===== config.mk =====
export PLATFORM = sky130hd
export DESIGN_NAME = matmul_stream_host
export DESIGN_NICKNAME = d
export VERILOG_FILES = /design/src/rtl/matmul_stream_host.sv
export SDC_FILE = /design/constraint.sdc
export NUM_CORES = 1
export LEC_CHECK = 0
export CORE_ASPECT_RATIO = 0.75
export CORE_MARGIN = 2
export CORE_UTILIZATION = 35
export CTS_BUF_LIST = sky130_fd_sc_hd__clkbuf_8 sky130_fd_sc_hd__clkbuf_16
export CTS_CLUSTER_DIAMETER = 80
export DETAILED_ROUTE_END_ITERATION = 7
export PLACE_DENSITY = 0.56
export SYNTH_ARGS = -nofsm -noshare
export SYNTH_HDL_FRONTEND = slang
export SYNTH_SLANG_ARGS = --single-unit

===== constraint.sdc =====
create_clock -name clk -period 3.7 [get_ports clk]
set_input_delay 0.37 -clock clk [delete_from_list [all_inputs] [get_ports clk]]
set_output_delay 0.37 -clock clk [all_outputs]
set_load 0.05 [all_outputs]

===== src/rtl/matmul_stream_host.sv =====
// -----------------------------------------------------------------------------
// matmul_stream_host
//
// Host-side partner of the 3x3 array multiplier's byte-stream port. It keeps
// local copies of the A and B operand matrices. A start pulse streams the
// 18 operand bytes to the multiplier: A[0..8], then B[0..8]. The block then
// collects the 9 16-bit results, low byte first, into a result store that is
// readable through a registered read port.
//
// Optional feature (macro RESULT_CHECK_EN):
//   defined   - a single 8x8 MAC builds a golden C in a shadow store while a
//               run is in flight. When the run enters DONE, every returned
//               element is compared with the golden C. Any difference sets
//               the sticky mismatch flag, which clears on reset or start.
//   undefined - there is no MAC and no shadow store; mismatch is tied to 0.
//
// Ports:
//   clk, rst_n         clock; synchronous active-low reset
//   start              1-cycle run request (ignored while busy)
//   ld_we/ld_sel/      operand store write: ld_sel 0=A, 1=B; element index
//   ld_addr/ld_data    0..8 row-major; other indices are ignored; ignored
//                      while busy
//   rd_addr/rd_data    result read; rd_data registered, 0 for rd_addr > 8
//   mm_data/mm_valid   operand byte stream to the multiplier
//   mm_res/            result byte stream from the multiplier
//   mm_res_valid
//   busy/done/timeout  status: SEND or WAIT / DONE / ERR
//   mismatch           sticky result-check failure
//   dbg_state          FSM state: 0 IDLE, 1 SEND, 2 WAIT, 3 DONE, 4 ERR
//
// Handshake: both byte streams are valid-only with no backpressure. A byte
// transfers in every cycle where its valid is high at the rising edge. The
// operand stream holds mm_valid high for exactly 18 consecutive cycles.
// -----------------------------------------------------------------------------
module matmul_stream_host #(
    parameter int DATA_W      = 8,
    parameter int N           = 3,
    parameter int RES_W       = 16,
    parameter int TIMEOUT_CYC = 255
) (
    input  logic              clk,
    input  logic              rst_n,
    input  logic              start,
    input  logic              ld_we,
    input  logic              ld_sel,
    input  logic [3:0]        ld_addr,
    input  logic [DATA_W-1:0] ld_data,
    input  logic [3:0]        rd_addr,
    output logic [RES_W-1:0]  rd_data,
    output logic [DATA_W-1:0] mm_data,
    output logic              mm_valid,
    input  logic [DATA_W-1:0] mm_res,
    input  logic              mm_res_valid,
    output logic              busy,
    output logic              done,
    output logic              timeout,
    output logic              mismatch,
    output logic [2:0]        dbg_state
);
    localparam int         NN        = N * N;
    localparam logic [3:0] LAST_IDX  = 4'(NN - 1);
    localparam int         IDLE_W    = $clog2(TIMEOUT_CYC + 1);
    localparam logic [IDLE_W-1:0] IDLE_LAST = IDLE_W'(TIMEOUT_CYC - 1);

    typedef enum logic [2:0] {
        ST_IDLE = 3'd0,
        ST_SEND = 3'd1,
        ST_WAIT = 3'd2,
        ST_DONE = 3'd3,
        ST_ERR  = 3'd4
    } state_t;

    state_t              state_q, state_d;
    logic [3:0]          send_idx_q, send_idx_d;   // element index within the current matrix
    logic                send_b_q, send_b_d;       // 0 while streaming A, 1 while streaming B
    logic [3:0]          res_idx_q, res_idx_d;     // result element k = byte_cnt >> 1
    logic                res_hi_q, res_hi_d;       // next result byte is the high byte
    logic [IDLE_W-1:0]   idle_q, idle_d;
    logic [DATA_W-1:0]   a_q [NN];
    logic [DATA_W-1:0]   a_d [NN];
    logic [DATA_W-1:0]   b_q [NN];
    logic [DATA_W-1:0]   b_d [NN];
    logic [RES_W-1:0]    c_q [NN];
    logic [RES_W-1:0]    c_d [NN];
    logic [RES_W-1:0]    rd_q, rd_d;

    always_comb begin
        state_d    = state_q;
        send_idx_d = send_idx_q;
        send_b_d   = send_b_q;
        res_idx_d  = res_idx_q;
        res_hi_d   = res_hi_q;
        idle_d     = idle_q;
        a_d        = a_q;
        b_d        = b_q;
        c_d        = c_q;
        unique case (state_q)
            ST_IDLE, ST_DONE, ST_ERR: begin
                // The write is applied in the same edge that accepts start.
                // SEND therefore reads the new value from its first byte.
                if (ld_we && (ld_addr <= LAST_IDX)) begin
                    if (ld_sel) b_d[ld_addr] = ld_data;
                    else        a_d[ld_addr] = ld_data;
                end
                if (start) begin
                    state_d    = ST_SEND;
                    send_idx_d = '0;
                    send_b_d   = 1'b0;
                    res_idx_d  = '0;
                    res_hi_d   = 1'b0;
                    idle_d     = '0;
                end
            end
            ST_SEND: begin
                if (send_idx_q == LAST_IDX) begin
                    send_idx_d = '0;
                    send_b_d   = 1'b1;
                    if (send_b_q) state_d = ST_WAIT;
                end else begin
                    send_idx_d = send_idx_q + 4'd1;
                end
            end
            ST_WAIT: begin
                if (mm_res_valid) begin
                    idle_d = '0;
                    if (res_hi_q) c_d[res_idx_q][RES_W-1:DATA_W] = mm_res;
                    else          c_d[res_idx_q][DATA_W-1:0]     = mm_res;
                    if (res_hi_q) begin
                        res_hi_d  = 1'b0;
                        res_idx_d = res_idx_q + 4'd1;
                        if (res_idx_q == LAST_IDX) state_d = ST_DONE;
                    end else begin
                        res_hi_d = 1'b1;
                    end
                end else if (idle_q == IDLE_LAST) begin
                    // This edge is the TIMEOUT_CYC-th idle cycle after the last byte.
                    state_d = ST_ERR;
                end else begin
                    idle_d = idle_q + IDLE_W'(1);
                end
            end
            default: state_d = ST_IDLE;
        endcase
        rd_d = (rd_addr <= LAST_IDX) ? c_q[rd_addr] : '0;
    end

    always_ff @(posedge clk) begin
        if (!rst_n) begin
            state_q    <= ST_IDLE;
            send_idx_q <= '0;
            send_b_q   <= 1'b0;
            res_idx_q  <= '0;
            res_hi_q   <= 1'b0;
            idle_q     <= '0;
            a_q        <= '{default: '0};
            b_q        <= '{default: '0};
            c_q        <= '{default: '0};
            rd_q       <= '0;
        end else begin
            state_q    <= state_d;
            send_idx_q <= send_idx_d;
            send_b_q   <= send_b_d;
            res_idx_q  <= res_idx_d;
            res_hi_q   <= res_hi_d;
            idle_q     <= idle_d;
            a_q        <= a_d;
            b_q        <= b_d;
            c_q        <= c_d;
            rd_q       <= rd_d;
        end
    end

    assign mm_valid  = (state_q == ST_SEND);
    assign mm_data   = !mm_valid ? '0 : (send_b_q ? b_q[send_idx_q] : a_q[send_idx_q]);
    assign busy      = (state_q == ST_SEND) || (state_q == ST_WAIT);
    assign done      = (state_q == ST_DONE);
    assign timeout   = (state_q == ST_ERR);
    assign rd_data   = rd_q;
    assign dbg_state = state_q;

`ifdef RESULT_CHECK_EN
    localparam int IW = (N > 1) ? $clog2(N) : 1;
    localparam logic [IW-1:0] LAST_N = IW'(N - 1);

    logic              launch;
    logic [IW-1:0]     mac_i_q, mac_i_d, mac_j_q, mac_j_d, mac_k_q, mac_k_d;
    logic              mac_run_q, mac_run_d;
    logic              mismatch_q, mismatch_d;
    logic [RES_W-1:0]  gold_q [NN];
    logic [RES_W-1:0]  gold_d [NN];
    logic [3:0]        a_idx, b_idx, g_idx;

    assign launch = start && !busy;
    assign a_idx  = 4'(mac_i_q) * 4'(N) + 4'(mac_k_q);
    assign b_idx  = 4'(mac_k_q) * 4'(N) + 4'(mac_j_q);
    assign g_idx  = 4'(mac_i_q) * 4'(N) + 4'(mac_j_q);

    // The MAC starts at launch rather than at WAIT entry. The stores are
    // frozen while busy, and the golden C is then ready even if every
    // result byte comes back without a gap.
    always_comb begin
        mac_i_d    = mac_i_q;
        mac_j_d    = mac_j_q;
        mac_k_d    = mac_k_q;
        mac_run_d  = mac_run_q;
        mismatch_d = mismatch_q;
        gold_d     = gold_q;
        if (launch) begin
            mac_i_d    = '0;
            mac_j_d    = '0;
            mac_k_d    = '0;
            mac_run_d  = 1'b1;
            mismatch_d = 1'b0;
            gold_d     = '{default: '0};
        end else if (mac_run_q) begin
            gold_d[g_idx] = gold_q[g_idx] + RES_W'(a_q[a_idx]) * RES_W'(b_q[b_idx]);
            if (mac_k_q != LAST_N) begin
                mac_k_d = mac_k_q + IW'(1);
            end else begin
                mac_k_d = '0;
                if (mac_j_q != LAST_N) begin
                    mac_j_d = mac_j_q + IW'(1);
                end else begin
                    mac_j_d = '0;
                    if (mac_i_q != LAST_N) mac_i_d = mac_i_q + IW'(1);
                    else                   mac_run_d = 1'b0;
                end
            end
        end
        // c_d already holds the final result byte captured at this edge.
        if ((state_q == ST_WAIT) && (state_d == ST_DONE)) begin
            for (int e = 0; e < NN; e++) begin
                if (c_d[e] != gold_d[e]) mismatch_d = 1'b1;
            end
        end
    end

    always_ff @(posedge clk) begin
        if (!rst_n) begin
            mac_i_q    <= '0;
            mac_j_q    <= '0;
            mac_k_q    <= '0;
            mac_run_q  <= 1'b0;
            mismatch_q <= 1'b0;
            gold_q     <= '{default: '0};
        end else begin
            mac_i_q    <= mac_i_d;
            mac_j_q    <= mac_j_d;
            mac_k_q    <= mac_k_d;
            mac_run_q  <= mac_run_d;
            mismatch_q <= mismatch_d;
            gold_q     <= gold_d;
        end
    end

    assign mismatch = mismatch_q;
`else
    assign mismatch = 1'b0;
`endif

endmodule


After elaboration in Yosys (flattened, before gate mapping). Cells that the tools add are included.

Add/subtract/negate cells: 3. $lt $le $gt $ge: 8. Eq/ne operators: 16. Muxes and demuxes: 46. Bitwise logic cells: 5. Reduce and logical (&&, ||, !) cells: 18.

Operators by type and width (count): bitwise mux 144 bit (2); bitwise mux 72 bit (2); two-way mux 144 bit (1); demux 16 bit (select 4 bit) (2); two-way mux 8 bit (11); binary-select mux 16 bit (select 4 bit) (1); binary-select mux 8 bit (select 4 bit) (2); two-way mux 16 bit (3); demux 8 bit (select 4 bit) (1); two-way mux 3 bit (7); greater-or-equal comparator 5 bit, second input constant (4); inverter 4 -> 5 bit (4); two-way mux 4 bit (4); one-hot mux 4 bit (2 select lines) (2); one-hot mux 8 bit (2 select lines) (1); AND reduction 3 bit (5); inequality test 3 bit, second input constant (4); < comparator 5 x 1 -> 1 bit, second input constant (2); one-hot mux 3 bit (3 select lines) (1); adder 4 x 1 -> 4 bit, second input constant (2); adder 8 x 1 -> 8 bit, second input constant (1); equality test 4 bit, second input constant (2); equality test 8 bit, second input constant (1); <= comparator 4 bit, second input constant (2); 16 further kinds (29).

Register bits: 325. Output and inout bits: 32. Word-level logic and storage cells: 130.

Logic depth before layout (Yosys ltp). Gate-level depths: netlist of run 1.

Word-level depth: 7. Gate-level depth with buffers: 9.

Least setup slack after synthesis of run 1. No wires, ideal clock.

Kind: register to output. Start: register state_q[0] (netlist: dbg_state[0]). End: output port mm_data[0]. Arrival time: 2.882 ns. Data required time: 3.330 ns. Slack: 0.448 ns. Cell stages (with the launch flop): 7. Buffers on the path: 2. Path through: dfxtp_1 -> buf_6 -> or3b_1 -> buf_6 -> inv_1 -> nand4_4 -> o2111ai_1.

Longest elaborated chain between the ends: 2.

RTL lines: start, declared (line 73) `state_t state_q, state_d;`; start signal, assigned (line 160) `state_q <= state_d;`; equality test 3 x 1 -> 1 bit (line 173) `assign mm_valid = (state_q == ST_SEND);`; net mm_valid (line 51) `output logic mm_valid,`; two-way mux 8 bit (line 174) `assign mm_data = !mm_valid ? '0 : (send_b_q ? b_q[send_idx_q] : a_q[send_idx_q]);`; end, declared (line 50) `output logic [DATA_W-1:0] mm_data,`.

The timed path passes the listed nets, and every way through them passes these cells.

Final worst setup path of run 1.
Start: register send_b_q. End: output port mm_data[7].

Longest elaborated chain between the ends: 2.

RTL lines: start, declared (line 75) `logic send_b_q, send_b_d;`; start signal, assigned (line 162) `send_b_q <= send_b_d;`; two-way mux 8 bit (2 in series) (line 174).

Every way passes these cells.

==> flow_summary.yaml, run 1 <==
synthesis:
  async_flop_share_pct: 0
  avgSynthCellArea_sq_um: 10.1
  synthCells: 1405
  synthSimpleGateAreaFrac_pct: 15.5
  synth_compound_area_share_pct: 9.90
  synth-warning-count: 0
  muxShareOfSynthArea_pct: 23.4
  synth_largest_area_cell: "dfxtp_1"
  synth_ff_type: "dfxtp_1"
  synth_area_leaders: "dfxtp_1 (46%), mux2i_1 (15%), mux4_2 (8.6%), o21ai_0 (5.6%), nand3_1 (5.4%)"
  ys_ff_latch: 325
  yosysUniqueCellTypes: 67
  synth_top_family_by_area: "multiplexers"
  synth_edf_count: 0
  synth_nets: 1443
  synth-xor-area-share_pct: 0
  synth_top_area_share_pct: 45.9
  synth_adder_area_share_pct: 0.706
  seq_area_frac_synth_pct: 45.9
  syn_area_sq_mm: 0.0142
pwr:
  p_leak_nw: 6.65
  ir_worst_vdd_mv: 0.390
  finalPower_mw: 8.31
  power_density_mw_per_mm2: 511
route:
  via_per_inst: 5.44
  firstDrtPassIters: 5
  vias: 10600
  wl_um: 39700
  avgRoutedWirePerCell_um: 20.3
  drc_errors: 0
  initialDrtViolationCount: 925
  postRouteAntennaNets: 0
hold_path:
  hp-class: "in -> reg"
  hp-start: "rst_n"
  hold_depth: 3
  whs_endpoint: "b_q[29]"
layout:
  layout_common_cells: "dfxtp_1 (324), mux2i_1 (206), nor2_1 (163)"
  stdcell_count: 1954
  multi_input_area_sq_mm: 0.00704
  fin_area_sq_mm: 0.0162
  synthToLayoutAreaGrowth_pct: 14.6
  final_common_cell: "dfxtp_1"
  post-route-util_pct: 40.9
  fin_nets: 1447
  drive_gt1_share_pct: 12.8
  regArea_sq_mm: 0.00651
  fill_cells: 3807
placed_design:
  dp_slack_ns: 0.559
  globalplace.congestion: 0.892
  place_hpwl_um: 26700
  port_buffers: 60
  placement.cell_area_sq_mm: 0.0151
  dp.cells: 1893
die:
  core_area_sq_mm: 0.0397
  start_util_pct: 35.7
  num_rows: 63
  die_x_um: 236
  die_y_um: 178
  die-area_sq_mm: 0.0421
  io_pins: 62
sta:
  clock_skew_ns: 0.0310
  setup_ws_ns: 0.182
  whs_ns: 0.356
  fin_crit_sh_pct: 95.1
  final_max_slew_viol_count: 0
  setup_violations: 0
  tns_ns: 0
  rsz0062_at_grt: "no"
  worst_pin_slew_ns: 1.25
  hold_viol: 0
  max_freq_ghz: 0.284
  finalCriticalPeriod_ns: 3.52
  slew_headroom_pct: 16.3
clocking:
  clock_path_buffers: 3
  clock_tree.root_cell: "clkbuf_16"
  clkSinkCount: 325
  cts.clk_slew.worst_paths_ns: 0.06
  postCtsSetupBuffers: 0
  htree_levels: 2
  worst_skew_pair.late_latency_ns: 0.54
  tritoncts: "yes"
  cts_buffers: 34
grt:
  grt_pass1_vias: 10100
  grt_pass1_wl_um: 62200
  grt_usage_pct: 19.0
  grt-ovfl-total: 0
  grt_max_degree: 170
  grt_antenna_before_repair: 0
setup_path:
  crit_type: "reg -> out"
  crit_start: "send_b_q"
  r2r_end: "a_q[44]"
  reg2reg_slack_ns: 1.34
  end_kind: "output pin"
  worstPathRequired_ns: 3.33
  ff2ff_path_depth: 4
  critPathLaunchType: "flop"
  worstPathMaxFanout: 15
  worstPathArrival_ns: 3.15
  r2r-start: "dbg_state[1]"
run_status:
  outcome: "complete, no violations"
flow_run:
  max-cap-violations: 0
[cell usage after synthesis, drive strengths merged (2+ instances only)]
cell type,n
dfxtp,325
mux2i,206
nor2,163
o21ai,159
nand3,154
clkbuf,68
buf,60
mux4,54
nand2,42
a21oi,22
o2111ai,21
a22oi,11
inv,10
nand4,9
ha,8
nand4b,8
nor2b,6
o31ai,6
nand2b,5
o221ai,5
or4,5
a21boi,4
and4bb,4
mux2,4
nor3b,4
nor4b,4
a211oi,3
and2,3
and3,3
and3b,3
or3,3
or3b,3
a31oi,2
nor4,2
or2b,2
[worst max-delay path, stage by stage (launching register included)]
cell,delay [ns]
dfxtp_1,0.88
nor3b_4,0.52
nand3_1,0.23
o221ai_1,0.15
clkdlybuf4s50_1,0.85
[metal layers]
layer | vias up | part of all wire [%] | global-route usage (%)
met1 | 5229 | 51 | 29.2
met3 | 40 | 7.3 | 4.47
met5 | - | 0 | 0
met4 | 0 | 1.4 | 3.67
met2 | 274 | 40 | 26.7
li1 | 5096 | - | -
[power breakdown]
group	switching, mW	total, mW	internal (mW)
logic	0.737	1.16	0.418
registers	0.125	3.68	3.56
clock network	1.45	3.47	2.02
total	2.31	8.31	6.00
[registers in the layout (all words and copies together) (netlist names)]
| name | cells |
|---|---|
| a_q | 72 |
| b_q | 72 |
| c_q | 144 |
| dbg_state | 3 |
| idle_q | 8 |
| rd_data | 16 |
| res_hi_q | 1 |
| res_idx_q | 4 |
| send_b_q | 1 |
| send_idx_q | 4 |
[layout make-up]
| cell class | instances | area share [%] |
|---|---|---|
| diodes | 1 | 0.0154 |
| clock buffers | 46 | 6.32 |
| clock inverters | 14 | 0.662 |
| inverters | 11 | 0.270 |
| multi-input cells | 941 | 43.3 |
| flip-flops and latches | 325 | 40.1 |
| well taps | 520 | 4.00 |
| repair buffers | 96 | 5.36 |
[kinds of logic after synthesis]
| group | count (synthesis) |
|---|---|
| mux | 264 |
| compound gates | 239 |
| buf+inv | 139 |
| flops | 325 |
| fa+ha+maj | 8 |
| other cells | 1 |
| simple gates | 429 |
[how the worst max path moves through the flow]
| stage | depth (start not counted) | slack, ns | end |
|---|---|---|---|
| floorplan | 6 | 0.45 | mm_data[0] |
| global placement | 5 | 0.63 | mm_data[4] |
| detailed placement | 6 | 0.56 | mm_data[3] |
| CTS | 5 | 0.17 | mm_data[5] |
| global route | 4 | 0.04 | mm_data[7] |
| finish | 4 | 0.18 | mm_data[7] |
[timing repair]
action	CTS	global route
resized for setup	1	0
hold buffers	0	0
setup endpoints to repair	2	0
No activity file was read; power rests on OpenSTA's default activity.
==> inputs of run 2 (changes only) <==
Settings changed: ABC_CLOCK_PERIOD_IN_PS from default to 3700, SETUP_SLACK_MARGIN from default to 0.5.
==> flow_summary.yaml, run 2 (synthesis gave the netlist of run 1 again) <==
clocking:
  cts_buffers: 34
  clock_path_buffers: 3
  htree_levels: 2
  clock_tree.root_cell: "clkbuf_16"
  worst_skew_pair.late_latency_ns: 0.54
  cts.clk_slew.worst_paths_ns: 0.06
  clkSinkCount: 325
  tritoncts: "yes"
  cts_hold_buffers: 0
setup_path:
  worstPathArrival_ns: 2.69
  reg2reg_slack_ns: 1.36
  end_kind: "output pin"
  worstPathMaxFanout: 9
  r2r-start: "dbg_state[1]"
  r2r_end: "c_q[7]"
  critPathLaunchType: "flop"
  crit_type: "reg -> out"
  ff2ff_path_depth: 5
  worstPathRequired_ns: 3.33
grt:
  grt_pass1_vias: 10100
  grt_pass1_wl_um: 62200
  grt_antenna_before_repair: 0
  grt-ovfl-total: 0
  grt_max_degree: 170
  grt_usage_pct: 19.0
route:
  avgRoutedWirePerCell_um: 20.4
  initialDrtViolationCount: 880
  postRouteAntennaNets: 0
  vias: 10600
  via_per_inst: 5.44
  drc_errors: 0
  firstDrtPassIters: 5
  wl_um: 39800
layout:
  largest_reg_flops: 144
  top_regs: "c_q: 144 flops, a_q: 72 flops, b_q: 72 flops"
  post-route-util_pct: 40.9
  n_antenna_cell: 0
  synthToLayoutAreaGrowth_pct: 14.5
  registers.top_by_ff_count: "c_q"
  fin_area_sq_mm: 0.0162
  final_common_cell: "dfxtp_1"
  stdcell_count: 1954
  drive_gt1_share_pct: 13.5
  layout_common_cells: "dfxtp_1 (322), mux2i_1 (206), nor2_1 (163)"
  fin_nets: 1448
placed_design:
  placement.cell_area_sq_mm: 0.0151
  dp_slack_ns: 0.559
  globalplace.congestion: 0.892
  place_hpwl_um: 26700
  port_buffers: 60
  dp.cells: 1893
sta:
  setup_violations: 0
  fin_crit_sh_pct: 82.6
  tns_ns: 0
  slew_headroom_pct: 18.5
  finalCriticalPeriod_ns: 3.06
  rsz0062_at_grt: "no"
  setup_ws_ns: 0.642
  worst_pin_slew_ns: 1.22
  final_max_slew_viol_count: 0
  hold_viol: 0
  max_freq_ghz: 0.327
  clock_skew_ns: 0.0309
flow_run:
  max-cap-violations: 0
hold_path:
  hp-start: "rst_n"
  whs_endpoint: "b_q[46]"
  hp-class: "in -> reg"
  hold_depth: 3
die:
  num_rows: 63
  start_util_pct: 35.7
  die_x_um: 236
  core_area_sq_mm: 0.0397
  die_y_um: 178
  io_pins: 62
  die-area_sq_mm: 0.0421
pwr:
  power_density_mw_per_mm2: 512
  ir_worst_vdd_mv: 0.391
  p_leak_nw: 6.67
run_status:
  outcome: "complete, no violations"
-- run 2: changes by cell type in the layout (fill, tap and decap cells not counted) --
cell | before | now
clkdlybuf4s50_1 | 57 | 49
diode_2 | 1 | 0
dfxtp_1 | 324 | 322
buf_8 | 0 | 1
clkdlybuf4s15_1 | 0 | 1
clkbuf_2 | 0 | 7
dfxtp_2 | 0 | 2
-- run 2: final cells by class --
type	instances	area [sq um]
sequential	325	6510
timing repair buffer	97	851
inverter	11	43.8
clock inverter	14	108
clock buffer	46	1030
fill	3811	23500
tap	520	651
multi-input combinational	941	7040
-- run 2: critical path, stage by stage, from the launching register on --
cell and delay (ns):
dfxtp_1 0.30, or3b_1 0.57, inv_1 0.22, nand4_4 0.20, o2111ai_1 0.33, clkdlybuf4s15_1 0.55
-- run 2: worst max path at each step --
| stage | from | end | slack (ns) | depth (start not counted) |
|---|---|---|---|---|
| floorplan | dbg_state[0] | mm_data[0] | 0.45 | 6 |
| global placement | send_idx_q[0] | mm_data[4] | 0.63 | 5 |
| detailed placement | send_idx_q[0] | mm_data[3] | 0.56 | 6 |
| CTS | send_idx_q[0] | mm_data[4] | 0.52 | 5 |
| global route | dbg_state[2] | mm_data[1] | 0.51 | 5 |
| finish | dbg_state[2] | mm_data[1] | 0.64 | 5 |
-- run 2: what timing repair did --
item / in CTS / in global routing
gates resized for setup: 11 / 15
buffers inserted: 0 / 1
setup endpoints to repair: 8 / 8
-- run 2: per-layer routing --
| layer | GRT usage, % | vias up | routed length [um] |
|---|---|---|---|
| li1 | - | 5089 | - |
| met1 | 29.1 | 5238 | 20800 |
| met2 | 26.8 | 270 | 15900 |
| met3 | 4.47 | 39 | 2540 |
| met4 | 3.69 | 0 | 545 |
| met5 | 0 | - | 0 |
-- run 2: power by group --
| group | switching [mW] | internal, mW |
|---|---|---|
| registers | 0.110 | 3.56 |
| logic | 0.757 | 0.425 |
| clock network | 1.44 | 2.02 |
| total | 2.31 | 6.01 |
-- run 2: through the flow --
stage          hold slack [ns]  total power, mW
6_report                 0.358             8.31
5_1_grt                  0.346             8.65
4_1_cts                  0.332             8.37
3_5_place_dp             0.443             4.90
3_3_place_gp             0.440             4.88
2_1_floorplan            0.424             4.61
==> inputs of run 3 (changes only) <==
Settings changed: ABC_CLOCK_PERIOD_IN_PS 3700 to 3100.
Clock period 3.7 ns to 3.1 ns, I/O delays scaled along.
==> flow_summary.yaml, run 3 (synthesis gave the netlist of run 1 again) <==
clocking:
  cts_hold_buffers: 0
  htree_levels: 2
  clkSinkCount: 325
  worst_skew_pair.late_latency_ns: 0.54
  clock_tree.root_cell: "clkbuf_16"
  cts.clk_slew.worst_paths_ns: 0.06
  tritoncts: "yes"
  cts_buffers: 37
  clock_path_buffers: 3
setup_path:
  crit_type: "reg -> out"
  cpPeakStageDelay_ns: 0.52
  worstPathMaxFanout: 7
  critPathLaunchType: "flop"
  cp_cell_sequence: "buf_6 -> mux4_2 -> mux2i_2 -> o221ai_4 -> buf_12"
  crit_path_top_delay_cell: "mux4_2"
  worstPathArrival_ns: 2.34
  end_kind: "output pin"
  worstPathRequired_ns: 2.79
die:
  io_pins: 62
  start_util_pct: 35.7
  num_rows: 63
  core_area_sq_mm: 0.0397
  die_x_um: 236
  die-area_sq_mm: 0.0421
  die_y_um: 178
sta:
  setup_violations: 0
  slew_headroom_pct: 17.5
  clock_skew_ns: 0.0198
  worst_pin_slew_ns: 1.24
  final_max_slew_viol_count: 0
  fin_crit_sh_pct: 85.4
  max_freq_ghz: 0.378
  tns_ns: 0
  hold_viol: 0
  rsz0062_at_grt: "yes"
  finalCriticalPeriod_ns: 2.65
grt:
  grt-ovfl-total: 0
  grt_pass1_vias: 9947
  grt_max_degree: 149
  grt_antenna_before_repair: 0
  grt_pass1_wl_um: 59500
  grt_usage_pct: 17.9
route:
  vias: 10700
  drc_errors: 0
  avgRoutedWirePerCell_um: 19.1
  via_per_inst: 5.34
  postRouteAntennaNets: 0
  wl_um: 38200
  initialDrtViolationCount: 852
  firstDrtPassIters: 5
placed_design:
  place_hpwl_um: 25000
  globalplace.congestion: 0.776
  port_buffers: 60
hold_path:
  hp-class: "in -> reg"
layout:
  layout_common_cells: "dfxtp_1 (320), mux2i_1 (201), nor2_1 (162)"
  n_antenna_cell: 0
  top_regs: "c_q: 144 flops, a_q: 72 flops, b_q: 72 flops"
  fin_nets: 1492
  drive_gt1_share_pct: 17.7
  final_common_cell: "dfxtp_1"
  post-route-util_pct: 42.8
  largest_reg_flops: 144
  registers.top_by_ff_count: "c_q"
  synthToLayoutAreaGrowth_pct: 20.1
pwr:
  ir_worst_vdd_mv: 0.310
  p_leak_nw: 6.96
  power_density_mw_per_mm2: 610
run_status:
  outcome: "complete, no violations"
flow_run:
  max-cap-violations: 0
-- run 3: cell count changes in the layout (fill, tap and decap cells not counted), moves of 7 or more --
cell | previous run | this run
buf_12 | 1 | 13
clkbuf_2 | 7 | 0
buf_6 | 0 | 9
buf_4 | 36 | 64
-- run 3: where the power goes --
part	internal (mW)	switching (mW)	total (mW)
Clock	2.49	1.76	4.26
Combinational	0.728	1.06	1.79
Sequential	4.25	0.0755	4.33
-- run 3: path summary, 6_finish.rpt --
check	startpoint	end	slack, ns	cells after the start
worst min register to register	c_q[12]	rd_data[12]	0.46	2
worst max-delay path	send_idx_q[0]	mm_data[6]	0.45	5
worst min-delay path	rst_n	b_q[20]	0.28	3
worst max register to register	dbg_state[1]	c_q[0]	0.79	6
-- run 3: final cells by class --
type	count	area (sq um)
Fill cell	3788	22700
Clock inverter	20	166
Sequential cell	325	6530
Timing Repair Buffer	138	1380
Tap cell	520	651
Multi-Input combinational cell	941	7240
Inverter	11	51.3
Clock buffer	43	1010
-- run 3: repair_timing --
item	in CTS	in global routing
cloned	1	0
setup endpoints to repair	11	37
pin swaps	3	0
setup buffers	20	4
gates resized for setup	32	12
-- run 3: per-layer routing --
| metal | vias to the layer above | wire length [um] | GRT usage (%) |
|---|---|---|---|
| met5 | - | 0 | 0 |
| met4 | 0 | 581 | 4.22 |
| met3 | 40 | 1660 | 2.82 |
| met2 | 199 | 16300 | 26.7 |
| met1 | 5243 | 19600 | 27.1 |
| li1 | 5196 | - | - |
-- run 3: through the flow --
step | cell area [sq um] | hold WS, ns | setup slack (ns) | instances | total power [mW]
after floorplan | 14300 | 0.424 | 0.521 | 1405 | 5.52
after global placement | 15400 | 0.445 | 0.552 | 1910 | 5.93
after detailed placement | 15400 | 0.451 | 0.529 | 1910 | 5.94
after CTS | 16900 | 0.265 | 0.398 | 1994 | 10.4
after global routing | 17000 | 0.299 | 0.395 | 1998 | 10.8
final | 17000 | 0.284 | 0.454 | 1998 | 10.4
-- run 3: critical path, delay by kind of cell, from the launching register on --
kind | cells | cell delay, ns
multiplexers | 2 | 0.87
flip-flops | 1 | 0.44
buffers and inverters | 2 | 0.31
AO/OA/AOI/OAI | 1 | 0.16
